## src/rtl/doctor_allot_scheduler.sv

```systemverilog
// Reception scheduler: allots patients to two doctors with fixed consultation timers
// and parks overflow arrivals in a ticketed FIFO that freed doctors drain.
module doctor_allot_scheduler #(
  parameter int CONSULT_CYCLES = 15,
  parameter int QUEUE_DEPTH    = 4,
  parameter int TICKET_W       = 4
) (
  input  logic                         clk,
  input  logic                         rst,
  input  logic                         start,
  input  logic [1:0]                   query,
  output logic [1:0]                   message,
  output logic                         msg_valid,
  output logic [TICKET_W-1:0]          ticket_out,
  output logic                         reject,
  output logic                         busy_a,
  output logic                         busy_b,
  output logic [$clog2(QUEUE_DEPTH):0] queue_count
);

  localparam int PW = $clog2(QUEUE_DEPTH);
  localparam int CW = PW + 1;
  localparam int TW = $clog2(CONSULT_CYCLES + 1);
  localparam logic [TW-1:0] T_LOAD = TW'(CONSULT_CYCLES);
  localparam logic [TW-1:0] T_ONE  = TW'(1);
  localparam logic [CW-1:0] Q_FULL = CW'(QUEUE_DEPTH);

  typedef enum logic [1:0] {
    MSG_NONE = 2'd0,
    MSG_DOC1 = 2'd1,
    MSG_DOC2 = 2'd2,
    MSG_WAIT = 2'd3
  } msg_e;

  logic [TW-1:0]       timer_a_reg, timer_b_reg;
  logic                busy_a_reg, busy_b_reg;
  logic [PW-1:0]       head_reg, tail_reg;
  logic [CW-1:0]       count_reg;
  logic [TICKET_W-1:0] next_ticket_reg;
  logic                rr_b_reg;
  msg_e                message_reg;
  logic                msg_valid_reg;
  logic [TICKET_W-1:0] ticket_out_reg;
  logic                reject_reg;
  logic [TICKET_W-1:0] queue_mem [QUEUE_DEPTH];

  logic new_pt, early_a, early_b, status_q;
  logic q_ne, q_full;
  logic rel_a, rel_b, pop_a, pop_b, defer_b, do_pop;
  logic alloc_a, alloc_b, push, rej;
  logic [TICKET_W-1:0] head_ticket;

  always_comb begin
    new_pt   = start && (query == 2'b00);
    early_a  = start && (query == 2'b01);
    early_b  = start && (query == 2'b10);
    status_q = start && (query == 2'b11);
    q_ne     = (count_reg != '0);
    q_full   = (count_reg == Q_FULL);
    // A timer held at 0 with busy set is a doctor 2 release deferred from last cycle.
    rel_a    = busy_a_reg && ((timer_a_reg <= T_ONE) || early_a);
    rel_b    = busy_b_reg && ((timer_b_reg <= T_ONE) || early_b);
    pop_a    = rel_a && q_ne;
    pop_b    = rel_b && q_ne && !pop_a;
    defer_b  = rel_b && q_ne && pop_a;
    do_pop   = pop_a || pop_b;
    // Direct allotment only happens with an empty queue, so a releasing doctor is free.
    alloc_a  = new_pt && !q_ne && (!busy_a_reg || rel_a) &&
               (!rr_b_reg || (busy_b_reg && !rel_b));
    alloc_b  = new_pt && !q_ne && (!busy_b_reg || rel_b) && !alloc_a;
    push     = new_pt && !alloc_a && !alloc_b && (do_pop || !q_full);
    rej      = new_pt && !alloc_a && !alloc_b && !do_pop && q_full;
    head_ticket = queue_mem[head_reg];
  end

  generate
    for (genvar gi = 0; gi < QUEUE_DEPTH; gi++) begin : g_slot
      always_ff @(posedge clk) begin
        if (push && (tail_reg == PW'(gi))) begin
          queue_mem[gi] <= next_ticket_reg;
        end
      end
    end
  endgenerate

  always_ff @(posedge clk) begin
    if (rst) begin
      timer_a_reg     <= '0;
      timer_b_reg     <= '0;
      busy_a_reg      <= 1'b0;
      busy_b_reg      <= 1'b0;
      head_reg        <= '0;
      tail_reg        <= '0;
      count_reg       <= '0;
      next_ticket_reg <= '0;
      rr_b_reg        <= 1'b0;
      message_reg     <= MSG_NONE;
      msg_valid_reg   <= 1'b0;
      ticket_out_reg  <= '0;
      reject_reg      <= 1'b0;
    end else begin
      msg_valid_reg <= 1'b0;
      reject_reg    <= 1'b0;

      if (pop_a || alloc_a) begin
        busy_a_reg  <= 1'b1;
        timer_a_reg <= T_LOAD;
      end else if (rel_a) begin
        busy_a_reg  <= 1'b0;
        timer_a_reg <= '0;
      end else if (busy_a_reg) begin
        timer_a_reg <= timer_a_reg - T_ONE;
      end

      if (pop_b || alloc_b) begin
        busy_b_reg  <= 1'b1;
        timer_b_reg <= T_LOAD;
      end else if (defer_b) begin
        timer_b_reg <= '0;
      end else if (rel_b) begin
        busy_b_reg  <= 1'b0;
        timer_b_reg <= '0;
      end else if (busy_b_reg) begin
        timer_b_reg <= timer_b_reg - T_ONE;
      end

      if (push) tail_reg <= tail_reg + PW'(1);
      if (do_pop) head_reg <= head_reg + PW'(1);
      case ({push, do_pop})
        2'b10:   count_reg <= count_reg + CW'(1);
        2'b01:   count_reg <= count_reg - CW'(1);
        default: count_reg <= count_reg;
      endcase

      if (new_pt) next_ticket_reg <= next_ticket_reg + TICKET_W'(1);

      if (pop_a || alloc_a) rr_b_reg <= 1'b1;
      else if (pop_b || alloc_b) rr_b_reg <= 1'b0;

      // A pop owns the message slot; a coinciding arrival is queued silently.
      if (do_pop) begin
        message_reg    <= pop_a ? MSG_DOC1 : MSG_DOC2;
        ticket_out_reg <= head_ticket;
        msg_valid_reg  <= 1'b1;
      end else if (alloc_a || alloc_b) begin
        message_reg    <= alloc_a ? MSG_DOC1 : MSG_DOC2;
        ticket_out_reg <= next_ticket_reg;
        msg_valid_reg  <= 1'b1;
      end else if (push) begin
        message_reg    <= MSG_WAIT;
        ticket_out_reg <= next_ticket_reg;
        msg_valid_reg  <= 1'b1;
      end else if (rej) begin
        message_reg    <= MSG_NONE;
        ticket_out_reg <= next_ticket_reg;
        msg_valid_reg  <= 1'b1;
        reject_reg     <= 1'b1;
      end else if (status_q) begin
        message_reg    <= (busy_a_reg && busy_b_reg) ? MSG_WAIT : MSG_NONE;
        msg_valid_reg  <= 1'b1;
      end
    end
  end

  assign message     = message_reg;
  assign msg_valid   = msg_valid_reg;
  assign ticket_out  = ticket_out_reg;
  assign reject      = reject_reg;
  assign busy_a      = busy_a_reg;
  assign busy_b      = busy_b_reg;
  assign queue_count = count_reg;

endmodule

```

## config.mk

```make
export PLATFORM = sky130hd
export DESIGN_NAME = doctor_allot_scheduler
export DESIGN_NICKNAME = d
export VERILOG_FILES = /design/src/rtl/doctor_allot_scheduler.sv
export SDC_FILE = /design/constraint.sdc
export NUM_CORES = 1
export LEC_CHECK = 0
export ABC_AREA = 1
export CORE_MARGIN = 2
export CORE_UTILIZATION = 40
export DETAILED_ROUTE_END_ITERATION = 12
export PLACE_DENSITY = 0.68
export SLEW_MARGIN = 25
export SYNTH_ARGS = -nofsm -noshare
export SYNTH_HDL_FRONTEND = slang
export SYNTH_SLANG_ARGS = --single-unit
```

## constraint.sdc

```tcl
create_clock -name clk -period 2.9 [get_ports clk]
set_input_delay 0.725 -clock clk [delete_from_list [all_inputs] [get_ports clk]]
set_output_delay 0.725 -clock clk [all_outputs]
set_load 0.02 [all_outputs]
```

## Word level (Yosys, flattened, before mapping)

Memory sizes are Yosys's and may differ from the RTL's. A register that Yosys moved wholly into a read port is not among the register bits.
Index checks and enable logic that the tools add are counted.
W data, S select, Z words.

| operators by class | value |
|---|---|
| reduce and logical (&&, ||, !) cells | 62 |
| multiplexer cells | 52 |
| $lt $le $gt $ge | 2 |
| add/sub/neg operators | 7 |
| eq/ne operators | 10 |

Operators with widths:

| operator | count |
|---|---|
| $mux W4 | 14 |
| $logic_and A1 B1 Y1 | 26 |
| $mux W2 | 13 |
| $mux W1 | 24 |
| $reduce_or A4 Y1 | 4 |
| $eq A2 B2 Y1 const B | 5 |
| $logic_not A1 Y1 | 10 |
| $logic_or A1 B1 Y1 | 10 |
| $le A4 B1 Y1 const B | 2 |
| $reduce_bool A2 Y1 | 4 |
| $reduce_bool A4 Y1 | 2 |
| $sub A4 B1 Y4 const B | 2 |
| $eq A2 B1 Y1 const B | 3 |
| $pmux W3 S2 | 1 |
| $reduce_bool A3 Y1 | 2 |
| $reduce_bool A5 Y1 | 1 |
| $add A2 B1 Y2 const B | 2 |
| $add A4 B1 Y4 const B | 1 |
| $logic_not A2 Y1 | 2 |
| $add A3 B1 Y3 const B | 1 |
| $eq A3 B3 Y1 const B | 1 |
| $sub A3 B1 Y3 const B | 1 |
| $ne A2 B1 Y1 const B | 1 |
| $reduce_and A2 Y1 | 1 |

| word-level totals | value |
|---|---|
| RAM bits | 16 |
| logic and storage cells | 147 |
| register bits | 30 |
| input bits | 5 |
| output and inout port bits | 13 |
| memories kept | 1 |

Memory list:

| memory | words | bits a word | rd ports | clocked after Yosys merged registers in | wr ports | line | RTL |
|---|---|---|---|---|---|---|---|
| queue_mem | 4 | 4 | 1 | 1 | 1 | 45 | `logic [TICKET_W-1:0] queue_mem [QUEUE_DEPTH];` |

## Depth between registers and ports, before layout

| logic depth | value |
|---|---|
| depth after elaboration | 20 |
| mapped depth | 17 |
| mapped depth without buffers | 16 |

## Least setup slack after synthesis

Ideal clock, no wire load.

| timing path | value |
|---|---|
| path type | input to register |
| from | input query[0] |
| to | register count_reg[2], in the netlist queue_count[2] |
| required time | 2.787 ns |
| stages on the path | 13 |
| setup slack | 0.700 ns |
| arrival time | 2.087 ns |
| setup time | 0.113 ns |
| buffers on the path | 0 |
| cell sequence | inv_1 -> nand3_4 -> nor2_4 -> nand2_2 -> nand3_4 -> nand2_1 -> fa_1 -> inv_1 -> nand3_1 -> nand2_1 -> nor2_1 -> nor2_1 -> nor2_1 |

| on the way | value |
|---|---|
| longest elaborated chain between the ends | 15 |
| elaborated cells between the ends (all ways) | 35 |
| those cells by class | 4 x eq/ne; 1 x mux; 30 x reduce/logical |

RTL lines:

| what | line | RTL |
|---|---|---|
| start: declaration | 11 | `input logic [1:0] query,` |
| $eq A2 B2 Y1 | 56 | `early_b = start && (query == 2'b10);` |
| $logic_and A1 B1 Y1 | 56 |  |
| $logic_or A1 B1 Y1 | 62 | `rel_b = busy_b_reg && ((timer_b_reg <= T_ONE) \|\| early_b);` |
| $logic_and A1 B1 Y1 | 62 |  |
| $logic_not A1 Y1 | 69 | `(!rr_b_reg \|\| (busy_b_reg && !rel_b));` |
| $logic_and A1 B1 Y1 | 69 |  |
| $logic_or A1 B1 Y1 | 69 |  |
| $logic_and A1 B1 Y1 | 68 | `alloc_a = new_pt && !q_ne && (!busy_a_reg \|\| rel_a) &&` |
| $logic_not A1 Y1 | 70, 71 |  |
| $logic_and A1 B1 Y1 | 70 | `alloc_b = new_pt && !q_ne && (!busy_b_reg \|\| rel_b) && !alloc_a;` |
| $logic_not A1 Y1 | 71 | `push = new_pt && !alloc_a && !alloc_b && (do_pop \|\| !q_full);` |
| $logic_and A1 B1 Y1 (2 in a row) | 71 |  |
| $eq A2 B1 Y1 / $eq A2 B2 Y1 (equally long branches) | 129 | `case ({push, do_pop})` |
| $pmux W3 S2 / $reduce_bool A2 Y1 (equally long branches) | n/a |  |
| end signal: assignment | 130 | `2'b10: count_reg <= count_reg + CW'(1);` |
| end signal: assignment | 131 | `2'b01: count_reg <= count_reg - CW'(1);` |
| end signal: assignment | 132 | `default: count_reg <= count_reg;` |
| end: declaration | 38 | `logic [CW-1:0] count_reg;` |

Parallel ways exist; a longest one is shown, timed or not.
A chain may end at the register's enable or synchronous reset.

## Final worst setup path

| timing path | value |
|---|---|
| from | input start |
| to | register count_reg[2], in the netlist queue_count[2] |

| on the way | value |
|---|---|
| longest elaborated chain between the ends | 14 |
| elaborated cells between the ends (all ways) | 32 |
| those cells by class | 2 x eq/ne; 1 x mux; 29 x reduce/logical |

RTL lines:

| what | line | RTL |
|---|---|---|
| start: declaration | 10 | `input logic start,` |
| $logic_and A1 B1 Y1 | 56 |  |
| $logic_or A1 B1 Y1 | 62 |  |
| $logic_and A1 B1 Y1 | 62 |  |
| $logic_not A1 Y1 | 69 |  |
| $logic_and A1 B1 Y1 | 69 |  |
| $logic_or A1 B1 Y1 | 69 |  |
| $logic_and A1 B1 Y1 | 68 |  |
| $logic_not A1 Y1 | 70, 71 |  |
| $logic_and A1 B1 Y1 | 70 |  |
| $logic_not A1 Y1 | 71 |  |
| $logic_and A1 B1 Y1 (2 in a row) | 71 |  |
| $eq A2 B1 Y1 / $eq A2 B2 Y1 (equally long branches) | 129 |  |
| $pmux W3 S2 / $reduce_bool A2 Y1 (equally long branches) | n/a |  |

Parallel ways exist; a longest one is shown, timed or not.

==> flow_summary.yaml <==
placement:
  gp_congestion: 0.752
  dpl_cell_area_sq_um: 2650
  portBuffers: 17
  place_inst: 364
  dp_hpwl_um: 3340
setup_path:
  crit_buf_inv: 2
  critical_path_required_ps: 3090
  cpPeakStageDelay_ps: 600
  r2r_cells: 15
  endpoint_kind: "flip-flop"
  crit_top_cell: "nor2_1"
  critical_path_arrival_ps: 2720
  worstPathCellList: "clkdlybuf4s50_1 -> nand3_4 -> nor2_4 -> nand2_2 -> nand3_4 -> nand2_1 -> fa_1 -> inv_1 -> nand3_1 -> nand2_1 -> nor2_1 -> nor2_1 -> nor2_1"
  crit_cells: 13
  worst-path-max-fanout: 7
  cpLargestDelayFamily: "simple AND/OR/NAND/NOR gates"
  critPathKind: "in -> reg"
  startpoint_type: "input port"
  cpMaxStageDelayCell: "clkdlybuf4s50_1"
timing:
  setup_viol: 0
  final.setup.tns_ps: 0
  fin_crit_sh: 0.872
  period_needed_ps: 2530
  rsz0062_at_grt: "false"
  slew_headroom: 0.581
  drv_slew: 0
  max_freq_mhz: 395
  finalHoldViolCount: 0
  tightest_slew_ps: 628
  clock_skew_ps: 4.59
grt:
  use_met1: 0.181
  grt_use_met2: 0.260
  use_met3: 0.0264
  grt_pass1_wl_um: 7530
  busiest_layer: "met2"
  gr-usage-all-layers: 0.147
  antenna_found_initial: 0
  grt_pass1_vias: 1705
  grt_overflow: 0
  grt_start_max_net_pins: 22
synthesis:
  synth_top_area_frac: 0.267
  ys_seq_elements: 48
  synth_top_family_by_area: "simple AND/OR/NAND/NOR gates"
  synth_mux_area_frac: 0.00417
  yosys_warnings: 0
  synth_xor_area_frac: 0.0183
  synth_fp_nets: 291
  ys_seq_area_frac: 0.467
  synth_adder_area_share: 0.0605
  netlist.top_cell.by_area: "dfxtp_1"
  synthCells: 275
  synth_area_sq_um: 2400
  ys_types: 35
  yosys.area_share.simple: 0.234
  synthTopCellsByArea: "dfxtp_1 (27%), edfxtp_1 (20%), inv_1 (7.2%), nand2_1 (5.6%), o21ai_0 (5.4%)"
  syn_avg_cell_area_sq_um: 8.72
  synth-compound-area-share: 0.117
clock_tree:
  cts_root_buffer: "clkbuf_8"
  clock-sinks: 48
  clkLatencyLatePin_ps: 290
  post-cts-setup-buffers: 0
  cts_resized: 0
  cts_buffer_depth: 2
  tritoncts: "yes"
  htreeDepth: 2
  cts.clk_slew.worst_paths_ps: 80
  cts_buffers: 5
  ctsHoldBuffers: 0
die:
  die_x_um: 81.4
  io_pins: 18
  dieArea_sq_um: 6630
  start_util: 0.410
  core_sq_um: 5850
  die_y_um: 81.4
  fp-row-count: 28
finish:
  instances_no_fill: 372
  n_antenna_cell: 0
  fin_util: 0.471
  final_nets: 312
  layout_common_cells: "inv_1 (46), nand2_1 (36), dfxtp_1 (32)"
  design_area_sq_um: 2760
  largest_register_ff_count: 16
  regMostFlops: "queue_mem"
  drive_above_1_share: 0.135
  syn_to_final_growth_pct: 14.9
  final_common_cell: "inv_1"
worst_hold_path:
  hp-class: "reg -> reg"
  whs_path_depth: 1
power_and_ir_drop:
  comb_power_share: 0.185
  power_uw: 1510
  p_seq_frac: 0.506
  clockPowerShare: 0.309
  p_sw_uw: 413
  power.switching_fraction: 0.273
  p_int_uw: 1100
  irDropWorstVdd_mv: 0.310
  p_leak_uw: 0.00116
  power_density_nw_per_um2: 549
flow_run:
  drv_cap: 0
drt:
  antenna_left: 0
  drt_iter0_drc: 144
  wirelength_um: 4380
  drtPass1Iterations: 4
  vias_per_cell: 4.73
  drc: 0
  num_vias: 1760
  wl_per_cell_um: 11.8
run_status:
  status: "finished, final reports clean"
==> kinds of logic (layout without fill, tap and decap cells) <==
family | after synthesis | count (layout)
AOI/OAI and AO/OA | 51 | 51
buffers and inverters | 56 | 78
muxes | 1 | 1
DFF | 48 | 48
and+or+nand+nor | 103 | 103
adders and majority gates | 11 | 11
xor gates and xnor gates | 5 | 5
==> synth_stat cells <==
| library cell | n |
|---|---|
| buf_8 | 1 |
| nand4_1 | 3 |
| edfxtp_1 | 16 |
| clkinv_1 | 1 |
| nor3_1 | 1 |
| xnor2_1 | 2 |
| ha_1 | 10 |
| xor2_1 | 3 |
| nor2_1 | 26 |
| nand3_2 | 6 |
| nor2_2 | 2 |
| inv_4 | 1 |
| buf_2 | 1 |
| nand3b_1 | 1 |
| dfxtp_1 | 32 |
| nand2_4 | 2 |
| nor2_4 | 1 |
| buf_6 | 1 |
| nand4_4 | 1 |
| nand2_2 | 7 |
| clkbuf_1 | 3 |
| a21oi_1 | 12 |
| fa_1 | 1 |
| inv_1 | 46 |
| nand3_1 | 13 |
| o21ai_0 | 26 |
| nor4b_1 | 1 |
| a21oi_2 | 3 |
| o21ai_2 | 2 |
| o21ai_1 | 2 |
| mux2i_1 | 1 |
| nand3_4 | 3 |
| clkbuf_2 | 2 |
| nand2_1 | 36 |
| o22ai_1 | 6 |
==> final cells by class <==
type / count / area [sq um]
clock buffer: 6 / 72.6
clock inverter: 2 / 35.0
fill: 561 / 3100
inverter: 48 / 183
multi-input combinational: 171 / 1040
sequential: 48 / 1120
tap: 75 / 93.8
timing repair buffer: 22 / 208
==> metal layers <==
layer	vias to the layer above	wire length, um
li1	934	-
met1	798	1990
met2	22	2220
met3	6	111
met4	0	57
met5	-	0
==> power groups by stage <==
stage | logic [uW] | clock network (uW) | registers (uW)
6_report | 279 | 467 | 765
5_1_grt | 319 | 507 | 771
4_1_cts | 283 | 483 | 765
3_5_place_dp | 280 | 0 | 781
3_3_place_gp | 275 | 0 | 780
2_1_floorplan | 206 | 0 | 781
==> final timing paths <==
kind / startpoint / to / slack [ps]
max: start / queue_count[2] / 370
min: head_reg[1] / head_reg[1] / 450
min reg2reg: head_reg[1] / head_reg[1] / 450
max reg2reg: timer_b_reg[0] / ticket_out[3] / 760
==> stage by stage <==
stage / setup WS [ps] / hold slack (ps)
final: 371 / 452
after global routing: 229 / 494
after CTS: 380 / 452
after detailed placement: 66.3 / 430
after global placement: 117 / 437
after floorplan: 700 / 412
Power figures use the tool's default switching activity.
